### config.mk
export PLATFORM = sky130hd
export DESIGN_NAME = hazard_ctrl
export DESIGN_NICKNAME = d
export VERILOG_FILES = /design/src/rtl/hazard_ctrl.sv
export SDC_FILE = /design/constraint.sdc
export NUM_CORES = 1
export LEC_CHECK = 0
export ABC_AREA = 1
export CAP_MARGIN = 40
export CORE_MARGIN = 2
export CORE_UTILIZATION = 52
export DETAILED_ROUTE_END_ITERATION = 12
export GPL_ROUTABILITY_DRIVEN = 1
export MAX_ROUTING_LAYER = met4
export PLACE_DENSITY = 0.81
export SYNTH_ARGS = -nofsm -noshare
export SYNTH_HDL_FRONTEND = slang
export SYNTH_SLANG_ARGS = --single-unit
export TNS_END_PERCENT = 10
### constraint.sdc
create_clock -name clk -period 2.25 [get_ports clk]
set_input_delay 0.225 -clock clk [delete_from_list [all_inputs] [get_ports clk]]
set_output_delay 0.225 -clock clk [all_outputs]
set_load 0.01 [all_outputs]
### src/rtl/hazard_ctrl.sv
// Hazard and stall controller for the 5-stage miniRV pipeline: load-use interlock,
// EX redirect flush, data-memory wait freeze, plus saturating stall/flush counters.
module hazard_ctrl #(
  parameter logic [2:0] RF_WSEL_LOAD = 3'b010,
  parameter int         CNT_W        = 32
) (
  input  logic             clk,
  input  logic             rst,
  input  logic [4:0]       id_rs1,
  input  logic [4:0]       id_rs2,
  input  logic             id_re1,
  input  logic             id_re2,
  input  logic [4:0]       ex_wR,
  input  logic             ex_rf_we,
  input  logic [2:0]       ex_rf_wsel,
  input  logic             ex_redirect,
  input  logic             mem_req,
  input  logic             mem_ready,
  output logic             pipline_stop,
  output logic [3:0]       pipline_stop_info,
  output logic             hold_all,
  output logic [CNT_W-1:0] stall_cnt,
  output logic [CNT_W-1:0] flush_cnt,
  output logic [1:0]       fsm_state
);

  typedef enum logic [1:0] {
    RUN        = 2'd0,
    LOAD_STALL = 2'd1,
    MEM_WAIT   = 2'd2
  } state_t;

  localparam logic [CNT_W-1:0] CNT_ONE = {{(CNT_W-1){1'b0}}, 1'b1};
  localparam logic [CNT_W-1:0] CNT_MAX = {CNT_W{1'b1}};

  localparam logic [3:0] INFO_MEM   = 4'b0011;
  localparam logic [3:0] INFO_FLUSH = 4'b1100;
  localparam logic [3:0] INFO_LOAD  = 4'b0111;

  state_t state, state_next;

  logic load_in_ex;
  logic rs1_hit;
  logic rs2_hit;
  logic lu;
  logic mw;
  logic lu_stall;
  logic redirect_go;
  logic stall_evt;

  // Memory handshake: mem_req marks a RAM access issued by MEM this cycle and
  // mem_ready marks its completion in the same cycle; req & ~ready is a wait state.
  assign mw = mem_req & ~mem_ready;

  // x0 is hard-wired zero, so a load targeting it never creates a dependency.
  assign load_in_ex = ex_rf_we & (ex_rf_wsel == RF_WSEL_LOAD) & (ex_wR != 5'd0);
  assign rs1_hit    = id_re1 & (id_rs1 == ex_wR);
  assign rs2_hit    = id_re2 & (id_rs2 == ex_wR);
  assign lu         = load_in_ex & (rs1_hit | rs2_hit);

  // A redirect kills the ID instruction, so its load-use match is irrelevant.
  assign lu_stall    = lu & ~ex_redirect & ~mw;
  assign redirect_go = ex_redirect & ~mw;
  assign stall_evt   = mw | lu_stall;

  always_ff @(posedge clk or posedge rst) begin
    if (rst) begin
      state <= RUN;
    end else begin
      state <= state_next;
    end
  end

  always_comb begin
    state_next = state;
    case (state)
      RUN: begin
        if (mw) begin
          state_next = MEM_WAIT;
        end else if (lu & ~ex_redirect) begin
          state_next = LOAD_STALL;
        end else begin
          state_next = RUN;
        end
      end
      LOAD_STALL: begin
        state_next = mw ? MEM_WAIT : RUN;
      end
      MEM_WAIT: begin
        state_next = mw ? MEM_WAIT : RUN;
      end
      default: begin
        state_next = RUN;
      end
    endcase
  end

  // Stop outputs are gated by rst so they drop in the same cycle reset arrives.
  always_comb begin
    pipline_stop_info = 4'b0000;
    hold_all          = 1'b0;
    if (!rst) begin
      if (mw) begin
        pipline_stop_info = INFO_MEM;
        hold_all          = 1'b1;
      end else if (redirect_go) begin
        pipline_stop_info = INFO_FLUSH;
      end else if (lu_stall) begin
        pipline_stop_info = INFO_LOAD;
      end
    end
  end

  assign pipline_stop = (|pipline_stop_info) | hold_all;
  assign fsm_state    = state;

  always_ff @(posedge clk or posedge rst) begin
    if (rst) begin
      stall_cnt <= '0;
      flush_cnt <= '0;
    end else begin
      if (stall_evt && (stall_cnt != CNT_MAX)) begin
        stall_cnt <= stall_cnt + CNT_ONE;
      end
      if (redirect_go && (flush_cnt != CNT_MAX)) begin
        flush_cnt <= flush_cnt + CNT_ONE;
      end
    end
  end

endmodule

==> results summary, run 1 <==
The run finished with clean final reports. The fraction of final layout cells with drive strength greater than 1 is 6.13%. Clock latency on the worst-skew pair, taken at its later pin, is 0.35 ns. The layout-stage area growth over the synthesis result is 29.6%. The area of the die is 9710 um2. The post-synthesis instance area came out at 4650 um2.

The filler cells instantiated in the layout total 759. Sorting the synthesized cells by area gives the leading types as sky130_fd_sc_hd__dfrtp_1, sky130_fd_sc_hd__nand2_1, sky130_fd_sc_hd__nor2_1, sky130_fd_sc_hd__nand3_1, sky130_fd_sc_hd__inv_1. CTS placed an instance of sky130_fd_sc_hd__clkbuf_8 at the clock tree root.

The chip width is 98.6 um. Setup repair after global routing left no endpoint under its margin. The post-synthesis cell count came out at 725. The total core area came out at 8680 um2.

The total power consumption of the routed design came out at 3.65 mW. The power density over the cells is 605 nW/um2. The clock net in this run drives a total of 66 sinks. The final hold slack came out at 0.395 ns. The post-placement cell area came out at 5740 um2. Among all stages on the critical path, the largest delay is contributed by sky130_fd_sc_hd__dfrtp_1. The number of storage elements in the synthesis netlist came out at 66.

The peak per-stage delay on the critical path is 0.41 ns. The total vias in the final route is 4,962. The remaining design rule violation count came out at 0. Input and output buffers added on the ports amount to 97.

The number of warnings reported in the yosys synthesis log is 0. Walking the worst path, the cells encountered are ha_1 > nand3_1 > inv_2 > nand2_2 > nor2_1 > nand4_2 > nand2_2 > buf_6 > nand2_1 > nand2_1. Sequential elements use 35.5% of the synthesized area. The path class of the tightest hold or removal check is in -> async.

The number of iterations in the first detailed-routing pass is 5. The detailed router's first-iteration violation count is 286. The post-detailed-route wirelength per cell is 14.5 um. The starting density of the core is 53.6%. The mean cell area of the mapped netlist came out at 6.41 um2. The number of hold violations in the final report is 0.

The routed wire length came out at 13,600 um. The initial antenna violation count was 0. The critical path endpoint category is a flop.

The data required time at the worst endpoint is 2.53 ns. The die height came out at 98.6 um. After the flow finishes, the layout carries non-filler instances totaling 940. The H-tree depth is 3. The number of max-slew violations in the final report is 0. IR analysis of the VDD net gives a maximum drop of 426 uV. The analysis attributes to cell leakage a power of 2.76 nW.

The synthesized design spends more area on one cell type than any other, namely sky130_fd_sc_hd__dfrtp_1. The arrival time reported for the critical path endpoint came out at 2.30 ns. The count of antenna diodes in the layout came out at 0. The design area came out at 6020 um2.

The worst setup path is launched from a flop. The area fraction of the dominant cell type after synthesis came out at 35.5%. For this run the aggregate overflow at the end of global routing stands at 0. The top-level I/O count came out at 98. The post-CTS setup-driven buffer insertion count is 0. The total nets after synthesis is 755. The number of vias per cell after detailed routing came out at 5.28. Clock-pin slew was measured on the worst setup and hold paths at 0.08 ns.

The smallest clock period supported by the final layout is computed as 2.01 ns. The accumulated negative setup slack came out at 0 ns. The number of maximum-capacitance constraint violations came out at 0.

The number of buffers added to fix hold violations after cts is 0. After the last flow step, the layout net total stands at 857. At the end of routability-driven placement, the weighted congestion stood at 0.986. The slew at the pin closest to its max-slew limit is 0.519 ns. The count of endpoints failing setup in the final report is 0. In this run, placement finished with an instance count of 924. The buffer depth of the longest clock path came out at 2. The tightest slew margin relative to the limit came out at 65.3%.

In this run the worst path has a maximum fanout of 32. The final worst clock skew came out at 0.0103 ns. The first global-routing pass estimated 23,200 um of wire. The maximum clock rate came out at 497 MHz. The remaining antenna violation count came out at 0. The total routing resource utilization after global routing came out at 30.4%.

TritonCTS built the clock tree. Summed over all nets, the half-perimeter wirelength after detailed placement is 9930 um. Synthesis instantiated 30 different standard cells from the library. The start-to-end type of the worst setup path is reg -> reg. The area used by multi-input combinational logic came out at 2670 um2. Clock tree synthesis inserted a total of 9 buffers. The row count is 34. The via count of the first global-routing pass came out at 5,049. The maximum number of pins on one net before global-route repair is 37. The share of the cycle needed by the critical path after routing came out at 89.4%.

The sequential cell area is 1650 um2.
-- final timing paths --
check / slack (ns) / cells after the start / from / end
max in group asynchronous: 1.34 / 3 / rst / stall_cnt[20]$_DFFE_PP0P_
min in group clk: 0.53 / 5 / mem_req / fsm_state[1]$_DFF_PP0_
worst min register to register: 0.53 / 1 / flush_cnt[0]$_DFFE_PP0P_ / flush_cnt[0]$_DFFE_PP0P_
worst max register to register: 0.24 / 10 / stall_cnt[1]$_DFFE_PP0P_ / stall_cnt[18]$_DFFE_PP0P_
worst min-delay path: 0.39 / 2 / rst / stall_cnt[12]$_DFFE_PP0P_
worst max-delay path: 0.24 / 10 / stall_cnt[1]$_DFFE_PP0P_ / stall_cnt[18]$_DFFE_PP0P_
-- per-layer routing --
metal / track usage, % / wire length (um)
met5: - / 0
met4: 13.1 / 420
met3: 5.32 / 795
met2: 50.4 / 6720
met1: 36.4 / 5670
-- metrics by stage --
stage | util (%) | worst slack (ns)
final | 69.4 | 0.239
after CTS | 69.3 | 0.0351
after detailed placement | 66.2 | -0.0490
after global routing | 69.4 | 0.0292
after global placement | 66.2 | 0.0483
after floorplan | - | 0.370
-- flip-flops by register name, summed over array words and instances, names as in the netlist --
name and flops:
fsm_state 2, stall_cnt 32, flush_cnt 32
-- synth_stat cells, drive strengths merged --
cell	n
a21oi	2
a31oi	1
buf	12
clkbuf	3
dfrtp	66
ha	4
inv	58
nand2	324
nand3	62
nand3b	15
nand4	5
nor2	108
nor3	15
nor3b	1
o21ai	20
xnor2	11
xor2	18
-- cell type report --
class,count,area share [%]
tap,108,2.24
sequential,66,27.4
inverter,58,3.66
timing repair buffer,106,17.8
clock buffer,10,2.28
clock inverter,6,2.28
multi-input combinational,586,44.4
-- where the power goes --
part | switching (mW) | internal [mW] | total (mW) | leakage [nW]
clock | 0.517 | 0.883 | 1.40 | 0.137
sequential | 0.160 | 1.30 | 1.46 | 0.898
combinational | 0.395 | 0.396 | 0.791 | 1.72
-- worst max-delay path, delay by kind of cell (launching register included) --
family,cells,cell delay [ns]
adder cells (fa/ha/maj),1,0.26
AND/OR/NAND/NOR,7,0.87
flip-flops,1,0.41
buffers and inverters,2,0.39
-- cells in the final DEF, fill, tap and decap left out, drive strengths merged --
cell type and instances:
nand3b 15, dfrtp 66, dlymetal6s2s 2, ha 4
o21ai 20, nand4 5, clkdlybuf4s50 93, xor2 18
clkinv 2, nand3 62, bufinv 4, inv 58
nor2 108, dlygate4sd2 2, xnor2 11, nor3 15
a31oi 1, nand2 324, a21oi 2, clkbuf 10
buf 9, nor3b 1
-- logic make-up after synthesis --
logic type,after synthesis,share of synthesized area (%)
simple gates,530,47.6
xor+xnor,29,5.46
compound gates,23,3.31
buf+inv,73,7.00
fa+ha+maj,4,1.08
flops,66,35.5
-- what timing repair did --
item                       CTS  global route
pin swaps                    0             0
resized for setup            2             3
setup endpoints to repair    2            34
No activity file was read; power rests on OpenSTA's default activity.
==> inputs of run 2 (changes only) <==
--- a/config.mk
+++ b/config.mk
@@ -13,6 +13,7 @@
 export GPL_ROUTABILITY_DRIVEN = 1
 export MAX_ROUTING_LAYER = met4
 export PLACE_DENSITY = 0.81
+export SLEW_MARGIN = 40
 export SYNTH_ARGS = -nofsm -noshare
 export SYNTH_HDL_FRONTEND = slang
 export SYNTH_SLANG_ARGS = --single-unit
==> constraint.sdc (replaced) <==
create_clock -name clk -period 2.15 [get_ports clk]
set_input_delay 0.215 -clock clk [delete_from_list [all_inputs] [get_ports clk]]
set_output_delay 0.215 -clock clk [all_outputs]
set_load 0.01 [all_outputs]
==> run 2 against run 1 <==
Against the previous run:
- clock power is 24% lower
- design area is 0.77% lower
- flip-flop and latch count stayed put
- combinational power is 4.4% higher
- clock skew is 0.00092 ns higher
- sequential share of layout area is 0.21 points higher
- critical path type is now in -> out
==> results summary, run 2 (synthesis gave the netlist of run 1 again) <==
The H-tree depth came out at 3 (unchanged). The total routing resource utilization after global routing is 29.5% (-0.81 points). The chip width is 98.6 um (unchanged). The global route total overflow is 0 (unchanged). The peak supply drop came to 364 uV (-14%). The start-to-end type of the worst setup path is in -> out.

The tightest slew margin relative to the limit came out at 63.9% (-1.4 points). The routed wire length is 13,300 um (-1.9%). The number of maximum-capacitance constraint violations came out at 0 (unchanged). The final worst clock skew is 0.0112 ns (+0.000916 ns). The top-level I/O count is 98 (unchanged).

The number of placed cells counting well taps came out at 931 (+0.76%). The layout-stage area growth over the synthesis result came out at 28.6%. The run finished with clean final reports.

Setup repair after global routing left no endpoint under its margin. The total power consumption of the routed design came out at 3.41 mW (-6.4%). The maximum number of pins on one net before global-route repair came out at 42 (+14%). The fraction of final layout cells with drive strength greater than 1 came out at 7.04% (+0.91 points). The slew at the pin closest to its max-slew limit came out at 0.541 ns (+0.0217 ns). The share of the cycle needed by the critical path after routing came out at 90.4%. The detailed placer's ending HPWL is 10,200 um (+3.1%). The count of endpoints failing setup in the final report is 0 (unchanged). The clock network latency to the later pin of the worst-skew pair came out at 0.35 ns (about the same). The final standard cell count with taps included and fillers excluded came out at 946 (+0.64%).

The maximum clock rate is 514 MHz. The remaining antenna violation count came to 0 (unchanged). CTS placed an instance of sky130_fd_sc_hd__clkbuf_8 at the clock tree root. The remaining design rule violation count came to 0 (unchanged). The count of buffers from port buffering is 97 (unchanged). The arrival time reported for the critical path endpoint is 1.73 ns (-0.57 ns). The number of vias per cell after detailed routing is 5.27 (-0.11%). The maximum net fanout on the critical path is 3 (-91%).

The number of hold violations in the final report came out at 0 (unchanged). The clock tree from TritonCTS is built. The first-pass GRT wire length is 22,600 um (-2.7%). The TritonCTS buffer count is 9 (unchanged). The detailed router's first-iteration violation count came to 264 (-7.7%). The number of iterations in the first detailed-routing pass is 5 (unchanged). The area of the die came out at 9710 um2 (unchanged).

The critical path endpoint category is an output pin. The clock edge transition at the registers on the reported setup and hold paths is 0.08 ns (about the same). The final weighted congestion in routability-driven placement was 0.976 (-1.0%). Leaving out fill and tap cells, the most frequent cell in the layout is sky130_fd_sc_hd__nand2_1. The initial antenna violation count is 0 (unchanged). The starting density of the core is 53.6% (unchanged). The number of max-slew violations in the final report came out at 0 (unchanged). The cell leakage power came to 2.72 nW (-1.4%). The power density over the cells was 571 nW/um2 (-5.7%). The die height was 98.6 um (unchanged). The data required time at the worst endpoint came out at 1.93 ns (-0.60 ns). The total vias in the final route came to 4,988 (+0.52%). The row count is 34 (unchanged). The total number of nets in the final design came out at 864 (+0.82%).

The final critical path time including I/O delays and setup is 1.94 ns. The path class of the tightest hold or removal check is in -> async. The buffer depth of the longest clock path came out at 2 (unchanged). The number of buffers added to fix hold violations after cts came out at 0 (unchanged). The total core area is 8680 um2 (unchanged). The library cells used most frequently in the layout, excluding fill and tap cells, are sky130_fd_sc_hd__nand2_1, sky130_fd_sc_hd__nor2_1, sky130_fd_sc_hd__clkdlybuf4s50_1.

The kind of start point of the critical path is an input pin. The clock sink count came to 66 (unchanged). The post-detailed-route wirelength per cell came out at 14.1 um (-2.5%).

The count of antenna diodes in the layout is 0 (unchanged). The via count of the first global-routing pass came out at 4,873 (-3.5%). The final hold slack is 0.419 ns (+0.0236 ns).
run 2: changes by cell type in the layout (fill, tap and decap cells not counted), sizes merged:
cell	before	now
buf	9	16
bufinv	4	1
clkinvlp	0	2
dlygate4sd2	2	4
dlymetal6s2s	2	0
run 2: power breakdown:
group | leakage, nW | switching [mW] | internal [mW]
clock network | 0.0941 | 0.508 | 0.557
registers | 0.898 | 0.166 | 1.36
logic | 1.73 | 0.411 | 0.415
total | 2.72 | 1.09 | 2.33
run 2: critical path: stages:
cell	delay (ns)
sky130_fd_sc_hd__clkdlybuf4s50_1	0.50
sky130_fd_sc_hd__inv_1	0.08
sky130_fd_sc_hd__nand2_1	0.06
sky130_fd_sc_hd__nand2_1	0.05
sky130_fd_sc_hd__nor2_1	0.10
sky130_fd_sc_hd__nand3_1	0.07
sky130_fd_sc_hd__nand2_1	0.10
sky130_fd_sc_hd__nand2_1	0.10
sky130_fd_sc_hd__a21oi_1	0.17
sky130_fd_sc_hd__dlygate4sd2_1	0.30
run 2: worst paths after layout:
path                            slack, ns  cells past startpoint                        end                      from
worst min register to register       0.55                      1   flush_cnt[0]$_DFFE_PP0P_  flush_cnt[0]$_DFFE_PP0P_
worst min-delay path                 0.42                      3   flush_cnt[2]$_DFFE_PP0P_                       rst
worst max-delay path                 0.21                     10       pipline_stop_info[0]                  ex_wR[4]
min in group clk                     0.51                      5     fsm_state[1]$_DFF_PP0_                   mem_req
max in group asynchronous            1.27                      3  stall_cnt[31]$_DFFE_PP0P_                       rst
worst max register to register       0.24                     11  flush_cnt[17]$_DFFE_PP0P_  flush_cnt[0]$_DFFE_PP0P_
run 2: final cells by class:
class | instances | area (um2)
Clock buffer | 10 | 138
Multi-Input combinational cell | 586 | 2680
Sequential cell | 66 | 1650
Timing Repair Buffer | 113 | 1100
Tap cell | 108 | 135
Fill cell | 793 | 2700
Inverter | 58 | 220
Clock inverter | 5 | 55.1
run 2: stage by stage:
stage / setup WS, ns / TNS, ns / util [%] / area (um2)
floorplan: 0.280 / 0 / - / 4650
global placement: -0.0253 / -0.0505 / 66.6 / 5780
detailed placement: -0.0835 / -0.238 / 66.6 / 5780
CTS: 0.203 / 0 / 68.9 / 5980
global route: 0.0411 / 0 / 68.9 / 5980
finish: 0.206 / 0 / 68.9 / 5980
run 2: routing by layer:
metal	global-route usage, %	share of wire (%)	up-vias
met5	-	0	-
met4	14.8	3.9	0
met3	4.18	4.7	37
met2	48.6	49	147
met1	35.6	42	2323
li1	-	-	2481
run 2: repair_timing:
item | CTS | global route
setup buffers | 0 | 0
endpoints found under the setup margin | 4 | 1
resized for setup | 5 | 1
